--- config.mk ---
export PLATFORM = sky130hd
export DESIGN_NAME = main_memory_arbiter
export DESIGN_NICKNAME = d
export VERILOG_FILES = /design/src/rtl/main_memory_arbiter_pkg.sv /design/src/rtl/sat_counter.sv /design/src/rtl/main_memory_arbiter.sv
export SDC_FILE = /design/constraint.sdc
export NUM_CORES = 1
export LEC_CHECK = 0
export CAP_MARGIN = 10
export CORE_AREA = 5 5 322 324
export DETAILED_ROUTE_END_ITERATION = 8
export DIE_AREA = 0 0 327 329
export GPL_ROUTABILITY_DRIVEN = 0
export PLACE_DENSITY_LB_ADDON = 0.08
export SYNTH_ARGS = -nofsm -noshare
export SYNTH_HDL_FRONTEND = slang
export SYNTH_SLANG_ARGS = --single-unit
--- constraint.sdc ---
create_clock -name CLK -period 3.49 [get_ports CLK]
set_input_delay 0.5235 -clock CLK [delete_from_list [all_inputs] [get_ports CLK]]
set_output_delay 0.5235 -clock CLK [all_outputs]
set_load 0.02 [all_outputs]
--- src/rtl/main_memory_arbiter_pkg.sv ---
// Shared definitions for the main memory arbiter.
// Contents:
//   - default widths for block address, cache line and performance counters
//   - arbiter state encoding
//   - grant-id constants used for the round-robin history bit
package main_memory_arbiter_pkg;

  localparam int DEF_ADDR_WIDTH = 28;
  localparam int DEF_LINE_WIDTH = 128;
  localparam int DEF_CNT_WIDTH  = 32;

  typedef enum logic [1:0] {
    IDLE       = 2'd0,
    GRANT_INS  = 2'd1,
    GRANT_DATA = 2'd2
  } arb_state_e;

  // Identity of the port that received the most recent grant.
  localparam logic INS  = 1'b0;
  localparam logic DATA = 1'b1;

endpackage

--- src/rtl/sat_counter.sv ---
// Saturating event counter.
// Ports:
//   clk   - clock
//   clr   - synchronous clear, dominates increment
//   inc   - increment enable for this cycle
//   count - current value; sticks at all-ones instead of wrapping
module sat_counter
  import main_memory_arbiter_pkg::*;
#(
  parameter int CNT_WIDTH = DEF_CNT_WIDTH
) (
  input  logic                 clk,
  input  logic                 clr,
  input  logic                 inc,
  output logic [CNT_WIDTH-1:0] count
);

  logic [CNT_WIDTH-1:0] count_q;
  logic [CNT_WIDTH-1:0] count_d;

  always_comb begin
    count_d = count_q;
    if (inc && (count_q != '1)) begin
      count_d = count_q + 1'b1;
    end
  end

  always_ff @(posedge clk) begin
    if (clr) begin
      count_q <= '0;
    end else begin
      count_q <= count_d;
    end
  end

  assign count = count_q;

endmodule

--- src/rtl/main_memory_arbiter.sv ---
// Arbiter sharing one line-granular main memory between the instruction
// cache (read-only) and the data cache (read/write).
// Ports:
//   CLK, RESET            - clock, synchronous active-high reset
//   INS_MEM_*             - instruction cache miss interface (read request,
//                           address, returned line, stall)
//   DATA_MEM_*            - data cache miss interface (read/write request,
//                           address, write line, returned line, stall)
//   MEM_*                 - main memory port (muxed request, address, write
//                           line, returned line, memory busy)
//   INS_GRANT_COUNT       - completed instruction transfers (saturating)
//   DATA_GRANT_COUNT      - completed data transfers (saturating)
//   STALL_COUNT           - cycles where some request waits ungranted
//                           (saturating)
// One transfer is in flight at a time; ties in IDLE go to the port that was
// not granted last. A transfer ends in the first non-busy cycle after the
// memory has been seen busy, and an IDLE cycle always follows it.
module main_memory_arbiter
  import main_memory_arbiter_pkg::*;
#(
  parameter int ADDR_WIDTH = DEF_ADDR_WIDTH,
  parameter int LINE_WIDTH = DEF_LINE_WIDTH,
  parameter int CNT_WIDTH  = DEF_CNT_WIDTH
) (
  input  logic                  CLK,
  input  logic                  RESET,
  // instruction cache
  input  logic                  INS_MEM_READ,
  input  logic [ADDR_WIDTH-1:0] INS_MEM_ADDRESS,
  output logic [LINE_WIDTH-1:0] INS_MEM_READ_DATA,
  output logic                  INS_MEM_BUSY_WAIT,
  // data cache
  input  logic                  DATA_MEM_READ,
  input  logic                  DATA_MEM_WRITE,
  input  logic [ADDR_WIDTH-1:0] DATA_MEM_ADDRESS,
  input  logic [LINE_WIDTH-1:0] DATA_MEM_WRITE_DATA,
  output logic [LINE_WIDTH-1:0] DATA_MEM_READ_DATA,
  output logic                  DATA_MEM_BUSY_WAIT,
  // main memory
  output logic                  MEM_READ,
  output logic                  MEM_WRITE,
  output logic [ADDR_WIDTH-1:0] MEM_ADDRESS,
  output logic [LINE_WIDTH-1:0] MEM_WRITE_DATA,
  input  logic [LINE_WIDTH-1:0] MEM_READ_DATA,
  input  logic                  MEM_BUSY_WAIT,
  // performance counters
  output logic [CNT_WIDTH-1:0]  INS_GRANT_COUNT,
  output logic [CNT_WIDTH-1:0]  DATA_GRANT_COUNT,
  output logic [CNT_WIDTH-1:0]  STALL_COUNT
);

  arb_state_e state_q;
  arb_state_e state_d;
  logic       last_grant_q;
  logic       last_grant_d;
  logic       seen_busy_q;
  logic       seen_busy_d;

  logic ins_req;
  logic data_req;
  logic grant_ins;
  logic grant_data;
  logic complete;
  logic ins_done;
  logic data_done;
  logic stall;

  assign ins_req    = INS_MEM_READ;
  assign data_req   = DATA_MEM_READ | DATA_MEM_WRITE;
  assign grant_ins  = (state_q == GRANT_INS);
  assign grant_data = (state_q == GRANT_DATA);

  // The memory must first have been observed busy, otherwise the idle
  // MEM_BUSY_WAIT in the grant entry cycle would look like a finished transfer.
  assign complete  = (grant_ins | grant_data) && seen_busy_q && !MEM_BUSY_WAIT;
  assign ins_done  = grant_ins && complete;
  assign data_done = grant_data && complete;

  // Both ports waiting in the same cycle still count as a single stall cycle.
  assign stall = (ins_req && !grant_ins) || (data_req && !grant_data);

  // Next-state logic
  always_comb begin
    state_d      = state_q;
    last_grant_d = last_grant_q;
    seen_busy_d  = seen_busy_q;
    case (state_q)
      IDLE: begin
        seen_busy_d = 1'b0;
        if (ins_req && data_req) begin
          if (last_grant_q == INS) begin
            state_d      = GRANT_DATA;
            last_grant_d = DATA;
          end else begin
            state_d      = GRANT_INS;
            last_grant_d = INS;
          end
        end else if (ins_req) begin
          state_d      = GRANT_INS;
          last_grant_d = INS;
        end else if (data_req) begin
          state_d      = GRANT_DATA;
          last_grant_d = DATA;
        end
      end
      GRANT_INS, GRANT_DATA: begin
        if (complete) begin
          state_d     = IDLE;
          seen_busy_d = 1'b0;
        end else if (MEM_BUSY_WAIT) begin
          seen_busy_d = 1'b1;
        end
      end
      default: begin
        state_d     = IDLE;
        seen_busy_d = 1'b0;
      end
    endcase
  end

  always_ff @(posedge CLK) begin
    if (RESET) begin
      state_q      <= IDLE;
      last_grant_q <= INS;
      seen_busy_q  <= 1'b0;
    end else begin
      state_q      <= state_d;
      last_grant_q <= last_grant_d;
      seen_busy_q  <= seen_busy_d;
    end
  end

  // Memory-side mux; everything is zero while idle. The request is withdrawn
  // in the completion cycle so the memory does not start a second access.
  always_comb begin
    MEM_READ       = 1'b0;
    MEM_WRITE      = 1'b0;
    MEM_ADDRESS    = '0;
    MEM_WRITE_DATA = '0;
    case (state_q)
      GRANT_INS: begin
        MEM_READ    = INS_MEM_READ && !complete;
        MEM_ADDRESS = INS_MEM_ADDRESS;
      end
      GRANT_DATA: begin
        // A simultaneous read and write is treated as a write-back.
        MEM_WRITE      = DATA_MEM_WRITE && !complete;
        MEM_READ       = DATA_MEM_READ && !DATA_MEM_WRITE && !complete;
        MEM_ADDRESS    = DATA_MEM_ADDRESS;
        MEM_WRITE_DATA = DATA_MEM_WRITE_DATA;
      end
      default: begin
      end
    endcase
  end

  assign INS_MEM_BUSY_WAIT  = ins_req && !ins_done;
  assign DATA_MEM_BUSY_WAIT = data_req && !data_done;
  assign INS_MEM_READ_DATA  = MEM_READ_DATA;
  assign DATA_MEM_READ_DATA = MEM_READ_DATA;

  sat_counter #(.CNT_WIDTH(CNT_WIDTH)) u_ins_cnt (
    .clk   (CLK),
    .clr   (RESET),
    .inc   (ins_done),
    .count (INS_GRANT_COUNT)
  );

  sat_counter #(.CNT_WIDTH(CNT_WIDTH)) u_data_cnt (
    .clk   (CLK),
    .clr   (RESET),
    .inc   (data_done),
    .count (DATA_GRANT_COUNT)
  );

  sat_counter #(.CNT_WIDTH(CNT_WIDTH)) u_stall_cnt (
    .clk   (CLK),
    .clr   (RESET),
    .inc   (stall),
    .count (STALL_COUNT)
  );

endmodule

==> results.md, run 1 <==
Timing:
- The number of endpoints with negative hold slack in the final report is 0.
- After routing, the total negative slack on setup checks comes to 0 ns.
- Setup repair after global routing left no endpoint under its margin.
- The total of endpoints with negative setup slack in the final report is 0.
- The maximum operating frequency is 308 MHz.
- The final clock skew is 0.0202 ns.
- The post-route minimum period is 3.25 ns.
- The final number of max-transition violations is 0.
- The transition time of the tightest slew-check pin is 1.00 ns.
- The worst pin sits at a relative slew slack of 0.325.
- Of the available clock period, the critical path in the final layout requires 0.932.

Worst setup path:
- The maximum fanout along the worst path is 28.
- The arrival time of the worst setup path is 2.73 ns.
- The worst setup path is captured at an output port.
- The class of the most critical setup path is reg2out.
- The data required time of the worst path is 2.97 ns.
- The startpoint class of the critical path is a flop.

Floorplan:
- For this configuration, the core starts out at a cell density of 0.0836.
- Measured along the y axis, the die boundary spans 329 um.
- After floorplanning, the core was divided into 117 placement rows.
- The overall die area is 108000 sq um.
- During I/O placement, the number of pins put on the boundary was 830.
- After floorplanning, the core was sized to cover 101000 sq um.
- The horizontal die dimension is 327 um.

Power:
- The power density over the cells is 444 nW/um^2.
- The switching share of power is 0.479.
- The internal cell power is 2990 uW.
- IR analysis of the VDD net gives a maximum drop of 0.245 mV.
- In this run the power spent charging and discharging nets is 2740 uW.
- The leakage dissipation is 0.00411 uW.
- The power share of the sequential group is 0.208.
- The total design power is 5730 uW.
- The clock network fraction of total power is 0.197.
- Of the total power, combinational logic draws 0.595.

Outcome:
- The run finished with clean final reports.

Synth:
- The library cell with the highest instance count after synthesis is buf_4.
- Summed over all instances, the cell type with the most area after synthesis is dfxtp_1.
- The proportion of register bits with asynchronous set or reset after synthesis is 0.
- Counting every net in the synthesized netlist gives 1407.
- The synthesized design contains 100 register bits.
- Yosys mapped a number of flops with a built-in enable equal to 0.
- The share of synthesized area occupied by flip-flops and latches is 0.237.
- In the post-synthesis netlist, the biggest area contributors are dfxtp_1, buf_4, and2_1.
- The mapped netlist covers 8430 sq um.
- The prevailing post-synth register cell is dfxtp_1.
- Counting every instance in the synthesized netlist gives 1083.
- Of the post-synthesis cell area, the dominant cell type holds 0.237.
- The number of warnings reported in the yosys synthesis log is 0.
- The mean post-synth cell area is 7.79 sq um.
- Sorting the synthesized cells by how often they occur yields buf_4, and2_1, dfxtp_1.
- After synthesis, the netlist uses 72 different library cells.

Routing:
- For this block, the initial DRC count from the detailed router was 476.
- The detail route stage leaves a number of antenna-violating nets equal to 0.
- The average detailed-routed wire length per instance is 29.2 um.
- In the routed design, unresolved DRC markers number 0.
- The routed design has 75.6 mm of wire.
- Detailed routing inserted a total of 8496 vias.
- Dividing the detail-routed via count by the number of cells gives 3.28.
- The first detailed-routing pass took 4 iterations.

Clock network:
- The H-tree was split into 3 levels.
- The number of clock sinks is 100.
- The clock transition time at the flip-flop clock pins of the worst setup and hold paths is 0.09 ns.
- The number of buffers created by CTS is 9.
- The later-pin clock latency in the skew report is 0.40 ns.
- The TritonCTS clock tree is built.
- The worst-case clock buffer depth is 2.
- In this run the clock root is driven by a clkbuf_16.

Placed design:
- The wire-length estimate of the detail-placed layout is 66.3 mm.
- After detailed placement, the design holds a cell count of 2563.
- The quantity of I/O buffers inserted on ports is 445.

Layout:
- The layout-stage area growth over the synthesis result is 53.0%.
- For this run, the post-layout net count is 1590.
- The post-route core utilization is 0.128.
- The number of cells in the finished layout apart from fillers is 2589.
- The proportion of layout cells with a drive suffix above 1 is 0.112.

Hold path:
- The worst hold-check path type is reg2reg.

GRT:
- The overall overflow remaining after global route is 0.
- The largest net degree at the start of global routing is 66.
- The initial antenna violation count came to 11.
- In the global route stage, overall resource usage came out at 0.134.
- The first global-routing pass estimated 95.4 mm of wire.
- The via count of the first global-routing pass was 8790.

Run:
- The reported max-cap violation count is 0.
## layer usage
| metal | up-vias | wire, um | global-route usage |
|---|---|---|---|
| li1 | 3868 | - | - |
| met1 | 4016 | 29900 | 0.156 |
| met2 | 539 | 30700 | 0.192 |
| met3 | 63 | 13900 | 0.110 |
| met4 | 10 | 954 | 0.0227 |
| met5 | - | 75 | 0.00133 |
## worst max-delay path: stages (launching register included)
cell             delay, ns
dfxtp_1               0.39
inv_1                 0.11
ha_1                  0.41
inv_1                 0.12
buf_12                0.18
nor2_1                0.34
clkdlybuf4s50_1       0.73
## cell usage in the layout (no fill, tap or decap), drive strengths merged, types with 28 or more instances in the layout
master         instances
nand3                 30
buf                   91
a22oi                 28
clkdlybuf4s50        387
nor2                  92
nand2                 30
dfxtp                100
nand4                 30
a21oi                 54
and2                 139
## repair_timing
item / in CTS / in global routing
hold buffers: 0 / 0
pin swaps: 0 / 1
endpoints found under the setup margin: 1 / 1
setup buffers: 0 / 1
resized for setup: 1 / 0
## per-stage QoR
stage	hold slack (ns)	setup slack [ns]	cell area, sq um
6_report	0.510	0.239	12900
5_1_grt	0.502	0.0645	12900
3_3_place_gp	0.477	0.474	12500
4_1_cts	0.472	0.0149	12900
3_5_place_dp	0.499	0.456	12500
2_1_floorplan	0.454	1.33	8430
## path summary, 6_finish.rpt
| path | start | endpoint | slack, ns | cells after the start |
|---|---|---|---|---|
| max | state_q[0]$_SDFFE_PP0P_ | MEM_ADDRESS[25] | 0.24 | 6 |
| max reg2reg | state_q[0]$_SDFFE_PP0P_ | u_stall_cnt.count[23]$_SDFFE_PP0P_ | 0.61 | 10 |
| min reg2reg | u_data_cnt.count[27]$_SDFFE_PP0P_ | u_data_cnt.count[27]$_SDFFE_PP0P_ | 0.51 | 2 |
| min | u_data_cnt.count[27]$_SDFFE_PP0P_ | u_data_cnt.count[27]$_SDFFE_PP0P_ | 0.51 | 2 |
## final cells by class
type / count / area [sq um]
antenna: 9 / 22.5
clock buffer: 11 / 243
clock inverter: 5 / 61.3
fill: 11600 / 88000
inverter: 21 / 78.8
multi-input combinational: 655 / 4210
sequential: 100 / 2000
tap: 1309 / 1640
timing repair buffer: 479 / 4650
## power by group through the flow
| stage | logic, uW | registers [uW] | clock network, uW |
|---|---|---|---|
| 2_1_floorplan | 1660 | 1220 | 0 |
| 3_3_place_gp | 3510 | 1220 | 0 |
| 3_5_place_dp | 3480 | 1220 | 0 |
| 4_1_cts | 3510 | 1190 | 1220 |
| 5_1_grt | 3680 | 1200 | 1240 |
| 6_report | 3410 | 1200 | 1130 |
## cell families (layout without fill, tap and decap cells)
| kind of cell | count (synthesis) | after routing | synth area share |
|---|---|---|---|
| compound gates | 168 | 168 | 0.136 |
| xor+xnor | 30 | 30 | 0.0312 |
| other cells | 0 | 9 | 0 |
| flops | 100 | 100 | 0.237 |
| mux | 15 | 15 | 0.0193 |
| simple gates | 436 | 436 | 0.302 |
| fa+ha+maj | 6 | 6 | 0.00890 |
| buf+inv | 328 | 516 | 0.265 |
## sequential cells by signal, summed over array words and instances (netlist names)
register,flops
u_ins_cnt.count,32
last_grant_q,1
state_q,2
seen_busy_q,1
u_stall_cnt.count,32
u_data_cnt.count,32
(Power assumes the default switching activity.)
==> run 2: changes to the inputs <==
--- a/config.mk
+++ b/config.mk
@@ -7,6 +7,7 @@
 export LEC_CHECK = 0
 export CAP_MARGIN = 10
 export CORE_AREA = 5 5 322 324
+export CTS_CLUSTER_DIAMETER = 80
 export DETAILED_ROUTE_END_ITERATION = 8
 export DIE_AREA = 0 0 327 329
 export GPL_ROUTABILITY_DRIVEN = 0
==> results of run 2 <==
Final layout, timing and power as in run 1 (identical DEF).
